**src/rtl/serial_subtractor.sv**
```systemverilog
// ---------------------------------------------------------------------------
// serial_subtractor
//   Bit-serial subtractor computing diff = a - b - bin, one bit per clock,
//   LSB first. A single full-subtractor stage is iterated WIDTH times under a
//   three-state FSM (IDLE -> SHIFT -> DONE -> IDLE). Results are registered
//   on the edge that leaves DONE, together with a one-cycle done pulse.
//
// Ports
//   clk    in   1      rising-edge clock
//   rst    in   1      synchronous, active-high reset
//   start  in   1      operation request, sampled only while ready=1
//   a      in   WIDTH  minuend, captured on an accepted start
//   b      in   WIDTH  subtrahend, captured on an accepted start
//   bin    in   1      borrow-in, captured on an accepted start
//   ready  out  1      high in IDLE (combinational from state)
//   busy   out  1      high in SHIFT (combinational from state)
//   done   out  1      one-cycle pulse; result outputs valid from then on
//   diff   out  WIDTH  result, modulo 2^WIDTH, held until the next result
//   bout   out  1      borrow-out from the MSB (unsigned a < b + bin)
//   ovf    out  1      signed overflow of the subtraction
//   zero   out  1      diff == 0
// ---------------------------------------------------------------------------
module serial_subtractor #(
    parameter int WIDTH = 4
) (
    input  logic             clk,
    input  logic             rst,
    input  logic             start,
    input  logic [WIDTH-1:0] a,
    input  logic [WIDTH-1:0] b,
    input  logic             bin,
    output logic             ready,
    output logic             busy,
    output logic             done,
    output logic [WIDTH-1:0] diff,
    output logic             bout,
    output logic             ovf,
    output logic             zero
);

    localparam int CNT_W = $clog2(WIDTH);
    localparam logic [CNT_W-1:0] CNT_LAST = CNT_W'(WIDTH - 1);

    typedef enum logic [1:0] {
        S_IDLE  = 2'd0,
        S_SHIFT = 2'd1,
        S_DONE  = 2'd2
    } state_e;

    state_e state_q, state_d;

    logic [WIDTH-1:0] a_sr_q, a_sr_d;
    logic [WIDTH-1:0] b_sr_q, b_sr_d;
    logic [WIDTH-1:0] res_q,  res_d;
    logic             br_q,   br_d;
    logic [CNT_W-1:0] cnt_q,  cnt_d;
    logic             a_msb_q, a_msb_d;
    logic             b_msb_q, b_msb_d;
    logic [WIDTH-1:0] diff_q, diff_d;
    logic             bout_q, bout_d;
    logic             ovf_q,  ovf_d;
    logic             zero_q, zero_d;
    logic             done_q, done_d;

    // Full-subtractor stage on the current LSBs of the operand shift registers.
    logic ai, bi, d_bit, br_next;
    assign ai      = a_sr_q[0];
    assign bi      = b_sr_q[0];
    assign d_bit   = ai ^ bi ^ br_q;
    assign br_next = (~ai & bi) | (~(ai ^ bi) & br_q);

    // ---------------- FSM: state register ----------------
    // NOTE: sequential state is updated only with non-blocking assignments so
    // every register samples the pre-edge values of the others.
    always_ff @(posedge clk) begin
        if (rst) begin
            state_q <= S_IDLE;
        end else begin
            state_q <= state_d;
        end
    end

    // ---------------- FSM: next-state logic ----------------
    // NOTE: the default assignment before the case keeps this block free of
    // inferred latches on paths that do not change state.
    always_comb begin
        state_d = state_q;
        unique case (state_q)
            S_IDLE:  if (start) state_d = S_SHIFT;
            S_SHIFT: if (cnt_q == CNT_LAST) state_d = S_DONE;
            S_DONE:  state_d = S_IDLE;
            default: state_d = S_IDLE;
        endcase
    end

    // ---------------- FSM: outputs decoded from state ----------------
    always_comb begin
        ready = (state_q == S_IDLE);
        busy  = (state_q == S_SHIFT);
    end

    // ---------------- Datapath next-state ----------------
    always_comb begin
        a_sr_d  = a_sr_q;
        b_sr_d  = b_sr_q;
        res_d   = res_q;
        br_d    = br_q;
        cnt_d   = cnt_q;
        a_msb_d = a_msb_q;
        b_msb_d = b_msb_q;
        diff_d  = diff_q;
        bout_d  = bout_q;
        ovf_d   = ovf_q;
        zero_d  = zero_q;
        // The pulse is registered on the edge leaving DONE, aligned with the
        // result registers loading.
        done_d  = (state_q == S_DONE);

        unique case (state_q)
            S_IDLE: begin
                if (start) begin
                    a_sr_d  = a;
                    b_sr_d  = b;
                    br_d    = bin;
                    cnt_d   = '0;
                    a_msb_d = a[WIDTH-1];
                    b_msb_d = b[WIDTH-1];
                end
            end
            S_SHIFT: begin
                a_sr_d = a_sr_q >> 1;
                b_sr_d = b_sr_q >> 1;
                br_d   = br_next;
                // Enter at the MSB so the first (LSB) bit ends up at bit 0
                // after WIDTH shifts.
                res_d  = {d_bit, res_q[WIDTH-1:1]};
                cnt_d  = cnt_q + CNT_W'(1);
            end
            S_DONE: begin
                diff_d = res_q;
                bout_d = br_q;
                ovf_d  = (a_msb_q != b_msb_q) && (res_q[WIDTH-1] != a_msb_q);
                zero_d = (res_q == '0);
            end
            default: ;
        endcase
    end

    // ---------------- Datapath registers ----------------
    always_ff @(posedge clk) begin
        if (rst) begin
            a_sr_q  <= '0;
            b_sr_q  <= '0;
            res_q   <= '0;
            br_q    <= 1'b0;
            cnt_q   <= '0;
            a_msb_q <= 1'b0;
            b_msb_q <= 1'b0;
            diff_q  <= '0;
            bout_q  <= 1'b0;
            ovf_q   <= 1'b0;
            zero_q  <= 1'b0;
            done_q  <= 1'b0;
        end else begin
            a_sr_q  <= a_sr_d;
            b_sr_q  <= b_sr_d;
            res_q   <= res_d;
            br_q    <= br_d;
            cnt_q   <= cnt_d;
            a_msb_q <= a_msb_d;
            b_msb_q <= b_msb_d;
            diff_q  <= diff_d;
            bout_q  <= bout_d;
            ovf_q   <= ovf_d;
            zero_q  <= zero_d;
            done_q  <= done_d;
        end
    end

    assign done = done_q;
    assign diff = diff_q;
    assign bout = bout_q;
    assign ovf  = ovf_q;
    assign zero = zero_q;

endmodule
```
**config.mk**
```make
export PLATFORM = sky130hd
export DESIGN_NAME = serial_subtractor
export DESIGN_NICKNAME = d
export VERILOG_FILES = /design/src/rtl/serial_subtractor.sv
export SDC_FILE = /design/constraint.sdc
export NUM_CORES = 1
export LEC_CHECK = 0
export CAP_MARGIN = 5
export CORE_MARGIN = 8
export CORE_UTILIZATION = 53
export CTS_CLUSTER_SIZE = 24
export DETAILED_ROUTE_END_ITERATION = 6
export HOLD_SLACK_MARGIN = 0.06
export MAX_ROUTING_LAYER = met4
export PLACE_DENSITY = 0.82
export SYNTH_ARGS = -nofsm -noshare
export SYNTH_HDL_FRONTEND = slang
export SYNTH_SLANG_ARGS = --single-unit
```
**constraint.sdc**
```tcl
create_clock -name clk -period 3.4 [get_ports clk]
set_input_delay 0.68 -clock clk [delete_from_list [all_inputs] [get_ports clk]]
set_output_delay 0.68 -clock clk [all_outputs]
set_load 0.01 [all_outputs]
```
==> flow_summary.json, run 1 <==
{
  "r2r-start": "state_q[0]",
  "die_h_um": 61.4,
  "cts.repair.resized": 0,
  "track_usage_pct": 13.0,
  "grt-ovfl-total": 0,
  "cts_buffers": 3,
  "final_layout_size_suffix_gt1_share_pct": 5.04,
  "fin_util_pct": 67.7,
  "grt_setup_unrepaired": "false",
  "fill_cells": 174,
  "seq_area_um2": 541,
  "htreeDepth": 1,
  "min_period_ps": 2810,
  "finalMaxSlewViolations": 0,
  "post_cts_buffers": 0,
  "clkSinkCount": 27,
  "fp.dieArea_um2": 3770,
  "startpoint_type": "register",
  "grt_pass1_vias": 854,
  "syn-num-nets": 134,
  "place_ws_ps": 976,
  "maxCapViolCount": 0,
  "dp_cells": 162,
  "synth_top_cells_by_count": "27 x dfxtp_1, 20 x nand2_1, 17 x nor2_1, 10 x a21oi_1, 10 x mux2i_1",
  "drtIter0Drc": 11,
  "worstMarginPinSlew_ps": 958,
  "yosysTopAreaCell": "dfxtp_1",
  "multi_input_area_um2": 497,
  "num_vias": 841,
  "drt_pass1_iterations": 2,
  "path_max_fanout": 15,
  "hold_path.class": "register to register",
  "fmaxAchievable_mhz": 356,
  "gp_routability_congestion": 0.941,
  "run_status": "finished clean",
  "crit_end": "busy",
  "final.setup_skew_ps": 1.89,
  "synth_warnings": 0,
  "synth_edf_count": 0,
  "io_pins": 22,
  "wire_per_inst_um": 12.7,
  "critPathLaunch": "state_q[0]",
  "setup-tns-final_ps": 0,
  "drc_errors": 0,
  "stdcell_area_um2": 1330,
  "ys_types": 25,
  "synth-async-reset-ratio_pct": 0,
  "grt_first_pass_wirelength_um": 3650,
  "core_um2": 1960,
  "powerDensity_nw_per_um2": 414,
  "finalWirelength_um": 2110,
  "die_w_um": 61.4,
  "p_total_uw": 550,
  "critPathRequiredTime_ps": 2720,
  "cp-end-kind": "primary output",
  "ys_top_cells_by_area": "dfxtp_1 50%, mux2i_1 9.2%, nand2_1 6.9%, nor2_1 5.8%, a211oi_1 5.5%",
  "place_hpwl_um": 1560,
  "syn_to_final_growth_pct": 21.7,
  "yosysMostFrequentCell": "dfxtp_1",
  "path_class": "register to primary output",
  "fin_ws_ps": 589,
  "avgSynthCellArea_um2": 9.09,
  "n_antenna_cell": 0,
  "cts_hold_buf": 0,
  "yosysSeqAreaShare_pct": 49.5,
  "ys.flop_type": "dfxtp_1",
  "clk_pin_slew_ps": 140,
  "post-synth-top-area-fraction_pct": 49.5,
  "placed_area_um2": 1300,
  "clockBufferDepth": 2,
  "setup_viol": 0,
  "synth-seq-cells": 27,
  "rows": 16,
  "netlist_instances": 120,
  "ir_drop_uv": 252,
  "grt_max_degree": 28,
  "start_util_pct": 55.6,
  "fin_crit_sh_pct": 82.7,
  "cts_tree": "built",
  "rr_worst_depth": 4,
  "cp.arrival_ps": 2130,
  "cts-root-buf": "clkbuf_4",
  "io_buffers": 21,
  "fin_nets": 154,
  "power.leakage_nw": 0.498,
  "hold_violations": 0,
  "antenna_found_initial": 0,
  "drtAntennaViolNets": 0,
  "vias_per_cell": 5.07,
  "r2r_slack_ps": 1820,
  "reg2reg_to": "cnt_q[0]",
  "max-slew-margin-rel_pct": 35.9,
  "hold_ws_ps": 463,
  "syn_area_um2": 1090,
  "layout.cells.non_filler": 166,
  "clk-insertion-delay-late_ps": 320
}
-- worst min-delay path by stage --
stage / start / end / slack (ps) / depth (start not counted)
final: zero / zero / 460 / 2
after detailed placement: diff[3] / diff[3] / 450 / 2
after global placement: zero / zero / 440 / 2
after floorplan: cnt_q[0] / cnt_q[0] / 440 / 1
after CTS: zero / zero / 470 / 2
after global routing: diff[0] / diff[0] / 490 / 2
-- sequential cells by signal (all words and copies together) (netlist names) --
name	count
diff	4
a_sr_q	4
ovf	1
a_msb_q	1
res_q	4
b_sr_q	4
bout	1
zero	1
done	1
cnt_q	2
state_q	2
br_q	1
b_msb_q	1
-- layout make-up --
type                    count  share of cell area [%]
clock inverters             1                   0.377
inverters                   5                    1.41
flip-flops and latches     27                    40.7
clock buffers               3                    1.70
repair buffers             21                    15.8
multi-input cells          82                    37.4
well taps                  27                    2.54
-- routing by layer --
metal	global-route usage, %	part of all wire [%]	vias up
li1	-	-	445
met1	15.2	50	383
met2	21.3	46	11
met3	2.71	3.4	2
met4	4.87	0.57	0
met5	-	0	-
-- worst max-delay path, stage by stage, from the launching register on --
cell,delay (ps)
dfxtp_1,780
nand2b_1,280
inv_2,180
clkdlybuf4s50_1,560
-- where the power goes --
group	switching (mW)	total, mW	internal [mW]
combinational	0.0317	0.0685	0.0368
sequential	0.0144	0.345	0.331
clock	0.0923	0.136	0.0440
-- logic make-up after synthesis --
| group | count (synthesis) | synth area share, % |
|---|---|---|
| adder cells (fa/ha/maj) | 2 | 2.98 |
| buffers and inverters | 11 | 4.93 |
| AND/OR/NAND/NOR | 46 | 18.2 |
| AO/OA/AOI/OAI | 24 | 15.1 |
| flip-flops | 27 | 49.5 |
| multiplexers | 10 | 9.17 |
-- cell usage in the layout, fill, tap and decap left out, types with 2 or more instances in the layout --
cell	count
nand2_1	20
inv_1	4
nor2_1	17
clkbuf_4	3
clkdlybuf4s50_1	21
a211oi_1	8
dfxtp_1	27
mux2i_1	10
nor3_1	3
a21oi_1	10
a22oi_1	3
nand2b_1	2
No activity file was read; power rests on OpenSTA's default activity.
==> inputs of run 2 (changes only) <==
CORE_UTILIZATION = 49   (was 53)
PLACE_DENSITY = 0.77   (was 0.82)
clock period = 2.6 ns   (was 3.4 ns; I/O delays follow)
==> flow_summary.json, run 2 (synthesized netlist as in run 1, its figures left out) <==
{
  "htreeDepth": 1,
  "seq_area_um2": 541,
  "place_ws_ps": 699,
  "critPathMaxStageDelay_ps": 560,
  "clk_pin_slew_ps": 140,
  "fin_ws_ps": 350,
  "power.leakage_nw": 0.499,
  "io_buffers": 21,
  "drtAntennaViolNets": 0,
  "layout.cells.non_filler": 168,
  "startpoint_type": "register",
  "antenna_found_initial": 0,
  "run_status": "finished clean",
  "num_vias": 847,
  "cts-root-buf": "clkbuf_4",
  "cp.buffers_inverters": 2,
  "track_usage_pct": 11.4,
  "gp_routability_congestion": 0.776,
  "cp_top_family": "buffers and inverters",
  "powerDensity_nw_per_um2": 540,
  "core_um2": 2150,
  "start_util_pct": 50.8,
  "n_antenna_cell": 0,
  "worstMarginPinSlew_ps": 926,
  "setup_viol": 0,
  "maxCapViolCount": 0,
  "cp_slowest_cell": "clkdlybuf4s50_1",
  "fmaxAchievable_mhz": 444,
  "cts.repair.resized": 0,
  "io_pins": 22,
  "fin_crit_sh_pct": 86.5,
  "post_cts_buffers": 0,
  "finalWirelength_um": 2040,
  "drc_errors": 0,
  "min_period_ps": 2250,
  "finalMaxSlewViolations": 0,
  "setup-tns-final_ps": 0,
  "final_layout_size_suffix_gt1_share_pct": 5.71,
  "cts_buffers": 3,
  "cts_tree": "built",
  "ir_drop_uv": 443,
  "hold_violations": 0,
  "critPathRequiredTime_ps": 2080,
  "die_w_um": 63.2,
  "dp_cells": 164,
  "wire_per_inst_um": 12.1,
  "cp.arrival_ps": 1730,
  "vias_per_cell": 5.04,
  "fp.dieArea_um2": 3990,
  "p_total_uw": 723,
  "cts_hold_buf": 0,
  "rows": 17,
  "grt_setup_unrepaired": "false",
  "mostFrequentLayoutCells": "27 x dfxtp_1, 21 x clkdlybuf4s50_1, 20 x nand2_1, 17 x nor2_1",
  "grt-ovfl-total": 0,
  "cp-end-kind": "primary output",
  "final_common_cell": "dfxtp_1",
  "final.setup_skew_ps": 6.53,
  "grt_pass1_vias": 871,
  "grt_first_pass_wirelength_um": 3710,
  "fill_cells": 198,
  "stdcell_area_um2": 1340,
  "clkSinkCount": 27,
  "drtIter0Drc": 15,
  "grt_max_degree": 28,
  "hold_path.class": "register to register",
  "drt_pass1_iterations": 4,
  "clockBufferDepth": 2,
  "clk-insertion-delay-late_ps": 320,
  "syn_to_final_growth_pct": 22.7,
  "placed_area_um2": 1310,
  "path_class": "register to primary output",
  "place_hpwl_um": 1550,
  "path_max_fanout": 7,
  "multi_input_area_um2": 497,
  "die_h_um": 63.2,
  "crit_chain": "nand2b_1, inv_2, clkdlybuf4s50_1",
  "fin_nets": 155,
  "max-slew-margin-rel_pct": 38.1
}
==> run 2: cell types whose count changed in the layout (fill, tap and decap cells not counted) <==
cell / before / now
buf_4: 0 / 1
clkinv_2: 1 / 0
clkinvlp_4: 0 / 1
==> run 2: worst min-delay path, stage by stage, from the launching register on <==
cell	delay, ps
dfxtp_1	330
nand2_1	50
a21oi_1	50
==> run 2: area by class of cell <==
type	count	area share, %
clock inverter	1	0.561
clock buffer	3	1.68
inverter	5	1.40
multi-input combinational	82	37.1
tap	28	2.62
sequential	27	40.4
timing repair buffer	22	16.3
==> run 2: final timing paths <==
path,from,to,slack [ps],cells past startpoint
min,bout,bout,460,2
max reg2reg,state_q[0],ovf,1230,4
min reg2reg,bout,bout,460,2
max,state_q[0],busy,350,3
==> run 2: per-layer routing <==
metal / part of all wire, % / up-vias / GRT usage, %
met1: 47 / 375 / 12.6
met5: 0 / - / -
li1: - / 454 / -
met4: 0 / 0 / 5.01
met3: 4.0 / 0 / 3.53
met2: 49 / 18 / 18.6
==> run 2: metrics by stage <==
| stage | hold WS (ps) | util, % |
|---|---|---|
| after floorplan | 444 | - |
| after global placement | 443 | 60.9 |
| after detailed placement | 445 | 60.9 |
| after CTS | 465 | 62.3 |
| after global routing | 482 | 62.3 |
| final | 464 | 62.3 |
==> run 2: report_power, final <==
| group | internal [mW] | switching, mW |
|---|---|---|
| Sequential | 0.433 | 0.0151 |
| Combinational | 0.0503 | 0.0453 |
| Clock | 0.0588 | 0.121 |
| Total | 0.542 | 0.182 |
